**config.mk**
```make
export PLATFORM = sky130hd
export DESIGN_NAME = rr_arb_mux
export DESIGN_NICKNAME = d
export VERILOG_FILES = /design/src/rtl/rr_arb_mux.sv
export SDC_FILE = /design/constraint.sdc
export NUM_CORES = 1
export LEC_CHECK = 0
export ABC_AREA = 1
export ABC_CLOCK_PERIOD_IN_PS = 1940
export BUFFER_PORTS_ARGS = -buffer_cell sky130_fd_sc_hd__buf_4
export CAP_MARGIN = 0
export CELL_PAD_IN_SITES_DETAIL_PLACEMENT = 0
export CELL_PAD_IN_SITES_GLOBAL_PLACEMENT = 1
export CORE_MARGIN = 3
export CORE_UTILIZATION = 26
export DETAILED_ROUTE_END_ITERATION = 16
export PLACE_DENSITY = 0.77
export RECOVER_POWER = 100
export SYNTH_ARGS = -nofsm -noshare
export SYNTH_HDL_FRONTEND = slang
export SYNTH_SLANG_ARGS = --single-unit
```
**constraint.sdc**
```tcl
create_clock -name clk -period 1.94 [get_ports clk]
set_clock_uncertainty 0.1 [all_clocks]
set_input_delay 0.291 -clock clk [delete_from_list [all_inputs] [get_ports clk]]
set_output_delay 0.291 -clock clk [all_outputs]
set_load 0.05 [all_outputs]
```
**src/rtl/rr_arb_mux.sv**
```systemverilog
// Single-register channel mux with fixed-select or round-robin arbitration.
// in_ready is a combinational function of valid/select/out_ready, never of in_data.
module rr_arb_mux #(
    parameter int unsigned WIDTH = 2,
    parameter int unsigned NCH   = 4,
    parameter int unsigned SELW  = $clog2(NCH)
) (
    input  logic                 clk,
    input  logic                 rst_n,
    input  logic [NCH*WIDTH-1:0] in_data,
    input  logic [NCH-1:0]       in_valid,
    output logic [NCH-1:0]       in_ready,
    input  logic                 mode,
    input  logic [SELW-1:0]      sel,
    output logic [WIDTH-1:0]     out_data,
    output logic [SELW-1:0]      out_ch,
    output logic                 out_valid,
    input  logic                 out_ready
);

    typedef enum logic {
        EMPTY = 1'b0,
        FULL  = 1'b1
    } state_t;

    state_t            state_q;
    state_t            state_d;
    logic [SELW-1:0]   last_grant;
    logic [SELW-1:0]   rr_ch;
    logic              rr_found;
    int unsigned       rr_idx;
    logic [SELW-1:0]   grant_ch;
    logic              grant_ok;
    logic              load_en;
    logic              xfer;
    logic [WIDTH-1:0]  ch_data [NCH];

    for (genvar i = 0; i < NCH; i++) begin : g_unpack
        assign ch_data[i] = in_data[i*WIDTH +: WIDTH];
    end

    // Round-robin search starting one past the last round-robin grant.
    always_comb begin
        rr_found = 1'b0;
        rr_ch    = '0;
        rr_idx   = 0;
        for (int unsigned off = 1; off <= NCH; off++) begin
            rr_idx = (32'(last_grant) + off) % NCH;
            if (!rr_found && in_valid[SELW'(rr_idx)]) begin
                rr_found = 1'b1;
                rr_ch    = SELW'(rr_idx);
            end
        end
    end

    always_comb begin
        grant_ch = sel;
        grant_ok = (32'(sel) < NCH);
        if (mode) begin
            grant_ch = rr_ch;
            grant_ok = rr_found;
        end
    end

    assign load_en = !out_valid || out_ready;
    assign xfer    = rst_n && grant_ok && load_en && in_valid[grant_ch];

    always_comb begin
        in_ready = '0;
        if (rst_n && grant_ok) begin
            in_ready[grant_ch] = load_en;
        end
    end

    // Output register occupancy FSM.
    always_ff @(posedge clk or negedge rst_n) begin
        if (!rst_n) begin
            state_q <= EMPTY;
        end else begin
            state_q <= state_d;
        end
    end

    always_comb begin
        state_d = state_q;
        case (state_q)
            EMPTY: if (xfer) state_d = FULL;
            FULL:  if (!xfer && out_ready) state_d = EMPTY;
            default: state_d = EMPTY;
        endcase
    end

    always_comb begin
        out_valid = (state_q == FULL);
    end

    always_ff @(posedge clk or negedge rst_n) begin
        if (!rst_n) begin
            out_data <= '0;
            out_ch   <= '0;
        end else if (xfer) begin
            out_data <= ch_data[grant_ch];
            out_ch   <= grant_ch;
        end
    end

    // Only round-robin transfers advance the fairness pointer.
    always_ff @(posedge clk or negedge rst_n) begin
        if (!rst_n) begin
            last_grant <= SELW'(NCH - 1);
        end else if (xfer && mode) begin
            last_grant <= grant_ch;
        end
    end

endmodule

```
# == After elaboration in Yosys (flattened, before gate mapping) ==
# Cells that the tools add are included.
# word_totals
ff_bits,7
output_inout_bits,9
elab_cells,62
# op_classes
addsub,4
order_cmp,7
n_mux,29
n_bitwise,3
reduce_logical,15
# op_table
cell,n
$lt 2x3->1 const B,5
$mux 2,7
$mux 1,13
$bmux 1 s2,5
$logic_and 1x1->1,9
$logic_not 1->1,5
$add 2x1->2 const B,2
$add 2x2->2 const B,2
$and 4x4->4,1
$bmux 2 s2,1
$mux 4,1
$ge 3x3->1 const B,1
$not 2->3,1
$demux 1 s2,1
$ge 2x1->1 const B,1
$pmux 1 s2,1
$logic_or 1x1->1,1
$not 1->1,1

# == Depth between registers and ports, before layout ==
# Gate-level depths: netlist (run 1).
# depth
word_depth,21
depth_mapped,18
mapped_depth_nobuf,18

# == Least setup slack after synthesis (run 1) ==
# No wires, ideal clock.
# synth_timing
kind,reg2out
start,register last_grant[0]
end,output port in_ready[2]
t_arrival_ns,2.592
slack_ns,-1.043
path_stages_with_launch,12
n_path_buf,1
path_cell_list,dfstp_2 > buf_6 > nand2_4 > nand3_1 > nand2_2 > nor2_8 > nand3_4 > nand3_1 > nand3_2 > nand2_4 > inv_2 > nor3_1
# synth_between
elab_chain_len,20
elab_cells_between_ends,36
classes_between,add/sub (4); order compare (2); mux (21); bitwise (1); reduce/logical (8)
# synth_rtl
item,line,rtl
start: declaration,28,logic [SELW-1:0] last_grant;
start signal: assignment,110,last_grant <= SELW'(NCH - 1);
start signal: assignment,112,last_grant <= grant_ch;
$add 2x1->2,48,rr_idx = (32'(last_grant) + off) % NCH;
$bmux 1 s2,49,if (!rr_found && in_valid[SELW'(rr_idx)]) begin
$mux 1 (implied by the code),49,
$mux 1,49,
$logic_not 1->1,49,
$logic_and 1x1->1,49,
$mux 1,49,
$logic_not 1->1,49,
(+4 left out),--,
$mux 2,49,
$mux 2,59,if (mode) begin
$lt 2x3->1 (implied by the code) / $ge 2x1->1 (equally long branches),71,in_ready[grant_ch] = load_en;
$logic_and 1x1->1 (implied by the code),71,
$mux 1 (implied by the code),71,
$demux 1 s2,71,
$and 4x4->4 (no line),--,
$mux 4 *,70,if (rst_n && grant_ok) begin
end: declaration,12,"output logic [NCH-1:0] in_ready,"
# Every way passes the cells marked *; elsewhere a longest branch is shown, timed or not. The select of a mux whose other input is x is not followed.

# == Worst setup path in the final report (run 1) ==
# layout_timing
start,register last_grant[0]
end,output port in_ready[0]
# The elaborated chain is that of the path after synthesis.

==> results of run 1 <==
[synth_stat cells]
master,n
or2_2,1
nor2_8,1
o21ai_1,2
nand2_2,11
nand3_1,13
dfrtp_1,5
clkbuf_2,1
nand3_2,2
o21ai_2,1
inv_2,4
o21ai_0,2
dfstp_2,2
nand2_1,59
buf_6,1
nand2_4,6
nand3_4,1
nand4_1,3
nor3_1,4
inv_1,9
[worst reg2reg max path, stage by stage (launching register included)]
cell and delay (ns):
dfstp_2 0.60, buf_12 0.14, nand2_4 0.06, nand3_2 0.10, nand2_4 0.08, nor2_8 0.14
nand3_4 0.10, nand3_2 0.08, nand3_2 0.08, o21ai_4 0.11, inv_4 0.08, buf_4 0.14
buf_4 0.12, buf_4 0.14, nand2_4 0.05, nand2_4 0.07, nand2_4 0.09, nand2_1 0.06
o21ai_1 0.06
[area by class of cell]
class / count / area share [%]
Inverter: 13 / 4.10
Tap cell: 31 / 2.71
Multi-Input combinational cell: 106 / 48.2
Sequential cell: 7 / 12.4
Timing Repair Buffer: 56 / 30.7
Clock buffer: 4 / 1.83
[logic make-up after synthesis]
logic type / after synthesis / synth area share (%)
AO/OA/AOI/OAI: 5 / 3.61
buffers and inverters: 15 / 8.16
flip-flops: 7 / 22.3
AND/OR/NAND/NOR: 101 / 65.9
[per-layer routing]
layer	share of wire (%)	routed length [um]
met1	41	979
met2	54	1280
met3	3.9	94
met4	1.5	36
met5	0	0
[cell usage in the layout, fill, tap and decap left out]
| master | netlist | routed |
|---|---|---|
| nand2_1 | 59 | 53 |
| clkbuf_1 | 0 | 7 |
| nor3_4 | 0 | 4 |
| nand2_8 | 0 | 1 |
| buf_12 | 0 | 2 |
| nor2_8 | 1 | 1 |
| dfrtp_1 | 5 | 5 |
| inv_6 | 0 | 1 |
| nand2_2 | 11 | 14 |
| nand2_4 | 6 | 8 |
| buf_6 | 1 | 4 |
| o21ai_4 | 0 | 1 |
| dlygate4sd3_1 | 0 | 1 |
| nand3_4 | 1 | 3 |
| inv_2 | 4 | 2 |
| buf_4 | 0 | 43 |
| nand3_1 | 13 | 7 |
| inv_1 | 9 | 8 |
| inv_4 | 0 | 2 |
| dfstp_2 | 2 | 2 |
| or2_2 | 1 | 1 |
| o21ai_0 | 2 | 2 |
| nand4_1 | 3 | 3 |
| nand3_2 | 2 | 6 |
| o21ai_1 | 2 | 2 |
| clkbuf_4 | 0 | 3 |
[per-stage QoR]
| stage | instance area, um2 | setup WS [ns] | total power [uW] | TNS, ns | instances |
|---|---|---|---|---|---|
| 4_1_cts | 1410 | -0.624 | 2400 | -6.02 | 216 |
| 3_5_place_dp | 1270 | -0.428 | 2090 | -4.14 | 204 |
| 3_3_place_gp | 1270 | -0.396 | 2060 | -3.70 | 204 |
| 5_1_grt | 1430 | -0.789 | 2670 | -7.94 | 217 |
| 2_1_floorplan | 875 | -0.407 | 1490 | -2.61 | 128 |
| 6_report | 1430 | -0.657 | 2460 | -6.17 | 217 |
[what timing repair did]
action,in CTS,in global routing
hold endpoints to repair,7,0
hold buffers,1,0
endpoints found under the setup margin,11,11
buffers inserted,7,1
pin swaps,13,2
gates resized for setup,12,8
[power by group through the flow]
stage          Sequential (uW)  Combinational, uW  Clock, uW
6_report                   284               2050        125
5_1_grt                    293               2230        144
4_1_cts                    286               1980        128
3_5_place_dp               284               1800          0
3_3_place_gp               280               1780          0
2_1_floorplan              429               1060          0
[registers in the layout (all words and copies together) (netlist names)]
name,cells
out_data,2
last_grant,2
out_ch,2
out_valid,1
[path summary, 6_finish.rpt]
path / start / end / slack [ns] / cells after the start
worst max-delay path: last_grant[0] / in_ready[0] / -0.66 / 14
worst min-delay path: out_ready / out_valid / 0.23 / 4
worst max register to register: last_grant[0] / out_ch[1] / -0.54 / 18
worst min register to register: out_data[1] / out_data[1] / 0.38 / 2
max in group asynchronous: rst_n / last_grant[0] / 1.06 / 2
min in group asynchronous: rst_n / out_ch[1] / 0.40 / 2
==> results.md, run 1 <==
- Violated checks: negative setup slack
- Post-DP HPWL: 1820 um
- HP Class: primary input to flop
- Transition at the pin with the smallest max-transition slack: just over 0.6 ns
- # DRC: 0
- Setup slack after layout: -0.657 ns
- Buffer levels on the longest clock path: 2
- Buffer type at the clock tree root: clkbuf_4
- Via count of the routed design: 981
- Met2 Resource Use GR: approximately a quarter
- Number of core rows: 19
- Final count of negative-setup-slack endpoints: 11
- Signed area change from the synthesized netlist to the final layout: 79.7%
- Overall fraction of global-route tracks in use: 13.8%
- Number of global-route vias before repair: 946
- Synthesized area divided by synthesized cell count: 6.23 um2
- Fill count: approximately 280
- Routed wire length: between 2000 and 2500 um
- Sum of overflow across all layers after global routing: 0
- Timing-limited maximum frequency: between 300 and 400 MHz
- Area of the core region: 2830 um2
- Final worst hold slack: between 0.2 and 0.25 ns
- CP peak stage delay: around 0.6 ns
- Met1 GRT Util: between 10% and 20%
- Critical Path RT: 1.55 ns
- Cell-by-cell listing of the critical path: buf_12 -> nand2_1 -> nand2_2 -> nand2_2 -> nand2_4 -> nor2_8 -> nand3_4 -> nand2_2 -> nand2_2 -> nand3_4 -> nand2_8 -> inv_6 -> nor3_4 -> buf_6
- Final hold viol count: 0
- CTS buffer count: 3
- Slew Limit Fails: 0
- Critical Path AT: roughly 2.2 ns
- Logic pwr share: 83.4%
- Final clock period utilization by the worst path: 134%
- Kind of cell adding the most delay to the critical path: simple AND/OR/NAND/NOR gates
- Number of vias per cell after detailed routing: 4.52
- Seq cells post-synth: 7
- Length of the first detailed-routing pass in iterations: 4
- Unrepaired setup endpoints after global routing: true
- Iteration-0 DRC count of the detailed router: 22
- Total area of sequential cells: around 180 um2
- Total leakage power: approximately 0.00078 uW
- Sequential share of power: between 10% and 20%
- Critical path endpoint category: output port
- Shortest clock period the worst path allows after layout: between 2 and 3 ns
- Initial Util: around 28%
- WS Path Type: flop to output port
- First-pass GRT wire length: ~3900 um
- Psw: roughly 1300 uW
- Number of inserted diodes: 0
- Count of warnings emitted by yosys: 0
- GP Congestion: roughly 0.79
- Clk_lat worst skew: around 0.24 ns
- Maximum ir drop on the vdd rail: about 860 uV
- Clock network power share: under 10%
- Wirelength per Cell: 11.0 um
- Cell type with the highest aggregate area in the netlist: nand2_1
- Switching power as a share of total power: 53.5%
- Status: finished, violations left
- I/O Buffers: 26
- Clock transition time at the flip-flop clock pins of the worst setup and hold paths: 0.05 ns
- Max-cap violations: 0
- Crit path buf inv count: 3
- Proportion of layout cells with a drive suffix above 1: about 53%
- Area occupied by multi-input gates: between 600 and 700 um2
- Synth top area share: around 28%
- CTS H-tree depth: 1
- Met3 Track Usage GR: between 2 and 3%
- Cell with the biggest individual delay on the critical path: dfstp_2
- Netlist area before placement: 797 um2
- End-of-flow core utilization: slightly above 50%
- Net Count, Synth: 146
- Num ports: 27
- Gate Count Post-Synth: ~130
- Remaining number of nets flagged by the antenna check after routing: 0
- Final layout net count: between 200 and 250
- Ranking of synthesized cells by area: nand2_1 28%, dfrtp_1 16%, nand2_2 8.6%
- Horizontal die dimension: ~61 um
- Internal: 1140 uW
- Library cell appearing most often on the critical path: nand2_2
- Critical Path Start Type: flop
- Areal power density over the cells: about 1700 nW/um2
- Count of different cell masters after synthesis: 19
- Top Usage Layer GRT: met2
- Worst-path fanout max: 7
- Pin count of the biggest net entering global routing: 10
- Count of clock tree sinks: 7
- Number of antenna violations at the first check in global routing: 0
- Clock tree from TritonCTS: built
- Slew HR: between 50% and 60%
- Die Y-Extent: between 60 and 70 um
- Sequential element share of the synthesized area: ~22%
- Full die area: ~3800 um2
(Power assumes the default switching activity.)
==> run 2, diff against run 1 <==
--- a/config.mk
+++ b/config.mk
@@ -11,6 +11,7 @@
 export CAP_MARGIN = 0
 export CELL_PAD_IN_SITES_DETAIL_PLACEMENT = 0
 export CELL_PAD_IN_SITES_GLOBAL_PLACEMENT = 1
+export CORE_ASPECT_RATIO = 0.7
 export CORE_MARGIN = 3
 export CORE_UTILIZATION = 26
 export DETAILED_ROUTE_END_ITERATION = 16
==> run 2 against run 1 <==
Compared with the run above: the run still ends with negative setup slack left; power increased by 0.88%; sequential power down 2%; utilization fell by 0.38 points; worst setup slack improved by 0.060 ns; combinational power shrank 2%; routed wire length is 7.7% higher; highest routed layer unchanged.
==> results.md, run 2 (synthesis gave the netlist of run 1 again) <==
- Worst-path fanout max: 8
- Critical Path Start Type: flop
- Critical path endpoint category: output port
- Buffer type at the clock tree root: clkbuf_8
- Slew HR: between 50% and 60%
- Leading cell type in the layout, fill and taps excluded: nand2_1
- Critical Path RT: 1.55 ns
- Hold Startpoint: out_ready
- DP Area: ~1300 um2
- Cell with the biggest individual delay on the critical path: dfstp_2
- CTS H-tree depth: 1
- Largest registers: last_grant: 2 flops, out_ch: 2 flops, out_data: 2 flops
- Count of clock tree sinks: 7
- Wirelength per Cell: approximately 12 um
- Final clock period utilization by the worst path: 131%
- Remaining number of nets flagged by the antenna check after routing: 0
- Num ports: 27
- Maximum ir drop on the vdd rail: roughly 710 uV
- Overall fraction of global-route tracks in use: 15.5%
- Area of the core region: about 2900 um2
- Shortest clock period the worst path allows after layout: 2.54 ns
- Full die area: around 3800 um2
- Post-Layout Inst Area: 1440 um2
- Clk_lat worst skew: 0.23 ns
- Critical path origin: last_grant[0]
- Proportion of layout cells with a drive suffix above 1: about half
- Violated checks: negative setup slack
- HP Class: primary input to flop
- Via count of the routed design: between 1000 and 1500
- Commonest cells after routing, fill and taps aside: 54 x nand2_1, 42 x buf_4, 14 x nand2_2, 9 x inv_1, 9 x nand3_1
- Length of the first detailed-routing pass in iterations: 4
- Final layout net count: around 200
- I/O Buffers: 26
- Initial Util: 27.8%
- Total leakage power: about 0.0008 uW
- Final count of negative-setup-slack endpoints: 11
- Routed wire length: ~2600 um
- Final Power: about 2500 uW
- Final hold viol count: 0
- Horizontal die dimension: just over 70 um
- Critical Path AT: roughly 2.2 ns
- # DRC: 0
- Areal power density over the cells: between 1500 and 2000 nW/um2
- Buffer levels on the longest clock path: 2
- Number of inserted diodes: 0
- Status: finished, violations left
- Slew Limit Fails: 0
- Max-cap violations: 0
- Iteration-0 DRC count of the detailed router: 42
- Pin count of the biggest net entering global routing: 10
- First-pass GRT wire length: ~4500 um
- Post-DP HPWL: 2060 um
- Number of core rows: 16
- Number of global-route vias before repair: just over 1000
- Timing-limited maximum frequency: just under 400 MHz
- Cell-by-cell listing of the critical path: buf_12 -> nand2_4 -> nand3_2 -> nand2_4 -> nor2_8 -> nand4_1 -> nand3_4 -> o21ai_4 -> buf_12 -> nor3_4 -> buf_6
- Unrepaired setup endpoints after global routing: true
- WS Path Type: flop to output port
- CP peak stage delay: slightly below 0.6 ns
- Clock tree from TritonCTS: built
- Die Y-Extent: about 52 um
- Clock transition time at the flip-flop clock pins of the worst setup and hold paths: ~0.04 ns
- Post-place setup slack: -0.478 ns
- Signed area change from the synthesized netlist to the final layout: 80.5%
- Number of vias per cell after detailed routing: 4.57
- Start of the worst register-to-register path: last_grant[0]
- Number of antenna violations at the first check in global routing: 0
- Sum of overflow across all layers after global routing: 0
- GP Congestion: ~0.89
- Setup slack after layout: -0.597 ns
- CTS buffer count: 3
- Transition at the pin with the smallest max-transition slack: 0.608 ns
run 2: where the power goes:
group	switching, uW	internal (uW)	leakage [uW]	total (uW)
sequential	50.3	227	0.0000841	277
clock	62.6	142	0.0000228	205
combinational	1180	823	0.000675	2000
run 2: stage by stage:
stage	utilization [%]	setup TNS (ns)	hold slack, ns	instances
after floorplan	-	-2.61	-0.105	128
after global placement	45.5	-4.03	0.00869	212
after detailed placement	45.5	-4.46	0.0118	212
after CTS	50.4	-5.19	0.251	221
after global routing	50.3	-7.25	0.287	222
final	50.3	-5.55	0.253	222
run 2: routing by layer:
metal / GRT usage (%) / wire [um] / up-vias
met5: 0 / 0 / -
met4: 6.88 / 62 / 0
met3: 4.21 / 119 / 7
met2: 27.6 / 1290 / 23
met1: 17.4 / 1100 / 465
li1: - / - / 520
run 2: critical path: cells and delay by family, from the launching register on:
| kind | cells | cell delay [ns] |
|---|---|---|
| buf+inv | 3 | 0.46 |
| compound gates | 1 | 0.09 |
| flops | 1 | 0.58 |
| simple gates | 7 | 0.79 |
run 2: cell type report:
cell class                 count  area, um2
timing repair buffer          56        448
multi-input combinational    106        664
fill                         298       1420
inverter                      13       58.8
sequential                     7        178
tap                           36       45.0
clock buffer                   4       45.0
run 2: repair_timing:
item,in CTS,in global routing
gates resized for setup,13,2
buffers inserted,4,1
hold endpoints to repair,7,0
pin swaps,6,2
endpoints found under the setup margin,11,11
hold buffers,1,0
run 2: path summary, 6_finish.rpt:
check | end | cells past startpoint | slack, ns
max in group asynchronous | last_grant[0] | 2 | 1.04
hold reg to reg | out_data[0] | 2 | 0.38
setup reg to reg | out_ch[1] | 18 | -0.48
hold / removal | out_valid | 4 | 0.25
setup / recovery | in_ready[0] | 11 | -0.60
min in group asynchronous | out_valid | 2 | 0.41
==> run 3, diff against run 2 <==
--- a/config.mk
+++ b/config.mk
@@ -14,6 +14,7 @@
 export CORE_ASPECT_RATIO = 0.7
 export CORE_MARGIN = 3
 export CORE_UTILIZATION = 26
+export CTS_BUF_LIST = sky130_fd_sc_hd__clkbuf_2 sky130_fd_sc_hd__clkbuf_4 sky130_fd_sc_hd__clkbuf_8
 export DETAILED_ROUTE_END_ITERATION = 16
 export PLACE_DENSITY = 0.77
 export RECOVER_POWER = 100
==> run 3 against run 2 <==
Compared with the run above: first-iteration DRC count rose by 4.8%; routed wire length grew 9.9%; final cell count up 3.2%; combinational power grew 13%; the flow still finishes with violations (negative setup slack); critical path type unchanged; sequential share of layout area is 1.1 points lower; final area increased by 9.8%; highest routed layer unchanged; global-route usage up 1.6 points; fmax shrank 1.9%; clock power rose by 7%.
==> results.md, run 3 (synthesis gave the netlist of run 1 again) <==
- Status: finished, violations left
- Violated checks: negative setup slack
- Psw: 1410 uW
- Largest registers: last_grant: 2 flops, out_ch: 2 flops, out_data: 2 flops
- Sum of overflow across all layers after global routing: 0
- Maximum ir drop on the vdd rail: ~740 uV
- CTS buffer count: 3
- HP Class: primary input to flop
- Shortest clock period the worst path allows after layout: roughly 2.6 ns
- Internal: 1350 uW
- Routed wire length: roughly 2800 um
- CTS H-tree depth: 1
- Post-route non-filler standard cell count: between 200 and 250
- # placed instances: between 200 and 250
- Setup slack after layout: -0.647 ns
- Logic pwr share: between 80 and 90%
- Clock tree from TritonCTS: built
- Timing-limited maximum frequency: approximately 390 MHz
- Number of global-route vias before repair: between 1000 and 1500
- Number of vias per cell after detailed routing: 4.55
- Horizontal die dimension: between 70 and 80 um
- Remaining number of nets flagged by the antenna check after routing: 0
- Overall fraction of global-route tracks in use: 17.1%
- Pin count of the biggest net entering global routing: 10
- Length of the first detailed-routing pass in iterations: 4
- WS Path Type: flop to output port
- Leading cell type in the layout, fill and taps excluded: buf_4
- Final clock period utilization by the worst path: 133%
- Iteration-0 DRC count of the detailed router: 44
- Final layout net count: 212
- Clk_lat worst skew: about 0.23 ns
- GP Congestion: roughly 0.89
- Library cell appearing most often on the critical path: nand2_4
- Signed area change from the synthesized netlist to the final layout: 98.3%
- Final count of negative-setup-slack endpoints: 11
- Critical Path RT: 1.55 ns
- Number of antenna violations at the first check in global routing: 0
- Count of clock tree sinks: 7
- Critical Path Start Type: flop
- Max-cap violations: 0
- Unrepaired setup endpoints after global routing: true
- CP peak stage delay: ~0.6 ns
- Slew HR: 59.7%
- Full die area: around 3800 um2
- First-pass GRT wire length: approximately 4900 um
- Number of inserted diodes: 0
- Number of core rows: 16
- Critical path endpoint category: output port
- # DRC: 0
- Clock transition time at the flip-flop clock pins of the worst setup and hold paths: around 0.040 ns
- Final worst hold slack: about 0.25 ns
- Clock network power share: under 10%
- Total leakage power: about 0.00086 uW
- Areal power density over the cells: around 1700 nW/um2
- Slew Limit Fails: 0
- Via count of the routed design: 1042
- I/O Buffers: 26
- Proportion of layout cells with a drive suffix above 1: around 60%
- Worst-path fanout max: 9
- Final hold viol count: 0
- Transition at the pin with the smallest max-transition slack: ~0.61 ns
- Post-DP HPWL: between 2000 and 2500 um
- Cell with the biggest individual delay on the critical path: dfstp_2
- Sequential share of power: 10.1%
- Switching power as a share of total power: 51.0%
- Critical Path AT: 2.20 ns
- Buffer type at the clock tree root: clkbuf_8
- Commonest cells after routing, fill and taps aside: 45 x buf_4, 44 x nand2_1, 17 x nand2_2, 15 x nand2_4
- Die Y-Extent: roughly 52 um
- Cell-by-cell listing of the critical path: inv_4 -> nand2_1 -> nand2_2 -> nand2_4 -> nand2_4 -> nor2_8 -> nand4_1 -> nand3_4 -> o21ai_4 -> buf_12 -> nor3_4 -> buf_6
- Wirelength per Cell: between 10 and 15 um
- Area of the core region: 2860 um2
- Initial Util: 27.8%
- Buffer levels on the longest clock path: 2
- Num ports: 27
- End-of-flow core utilization: 55.2%
run 3: cell types whose count changed in the layout (fill, tap and decap cells not counted):
cell,change
nand2_1,-10
nand2_4,+7
buf_6,+4
buf_4,+3
nand2_2,+3
nand3_1,-2
nand3_2,+2
clkbuf_1,-1
clkbuf_4,+1
run 3: what timing repair did:
action | in CTS | in global routing
endpoints found under the setup margin | 11 | 11
hold buffers | 1 | 0
buffers inserted | 12 | 0
pin swaps | 27 | 4
gates resized for setup | 33 | 5
hold endpoints to repair | 7 | 0
run 3: path summary, 6_finish.rpt:
kind / startpoint / end / slack [ns] / depth (start not counted)
max: last_grant[0] / in_ready[1] / -0.65 / 12
min: out_ready / out_valid / 0.25 / 4
max reg2reg: last_grant[0] / out_ch[1] / -0.55 / 20
min reg2reg: out_data[1] / out_data[1] / 0.37 / 2
max in group asynchronous: rst_n / last_grant[1] / 1.04 / 2
min in group asynchronous: rst_n / out_valid / 0.41 / 2
run 3: cell type report:
type | instances | area [um2]
fillers | 282 | 1280
clock buffers | 4 | 48.8
multi-input cells | 106 | 734
flip-flops and latches | 7 | 178
well taps | 36 | 45.0
inverters | 13 | 58.8
repair buffers | 63 | 515
run 3: power groups by stage:
stage          Sequential (uW)  Combinational [uW]  Clock [uW]
2_1_floorplan              429                1060           0
3_3_place_gp               274                1830           0
3_5_place_dp               275                1860           0
4_1_cts                    281                2270         221
5_1_grt                    290                2450         230
6_report                   280                2260         219
run 3: critical path, delay by kind of cell (launching register included):
family / cells / cell delay [ns]
buffers and inverters: 3 / 0.41
AO/OA/AOI/OAI: 1 / 0.09
AND/OR/NAND/NOR: 8 / 0.87
flip-flops: 1 / 0.59
run 3: metal layers:
| metal | routed length [um] | share of wire (%) | global-route usage (%) | vias up |
|---|---|---|---|---|
| met4 | 121 | 4.3 | 10.9 | 0 |
| met2 | 1470 | 52 | 31.0 | 29 |
| met3 | 133 | 4.7 | 4.21 | 13 |
| li1 | - | - | - | 531 |
| met1 | 1110 | 39 | 17.7 | 469 |
| met5 | 0 | 0 | 0 | - |
run 3: stage by stage:
stage	setup TNS (ns)	worst slack [ns]	total power (uW)	cell area [um2]
floorplan	-2.61	-0.407	1490	875
global placement	-4.03	-0.438	2110	1300
detailed placement	-4.46	-0.478	2130	1300
CTS	-5.91	-0.638	2770	1580
global route	-8.07	-0.776	2970	1580
finish	-6.21	-0.647	2760	1580
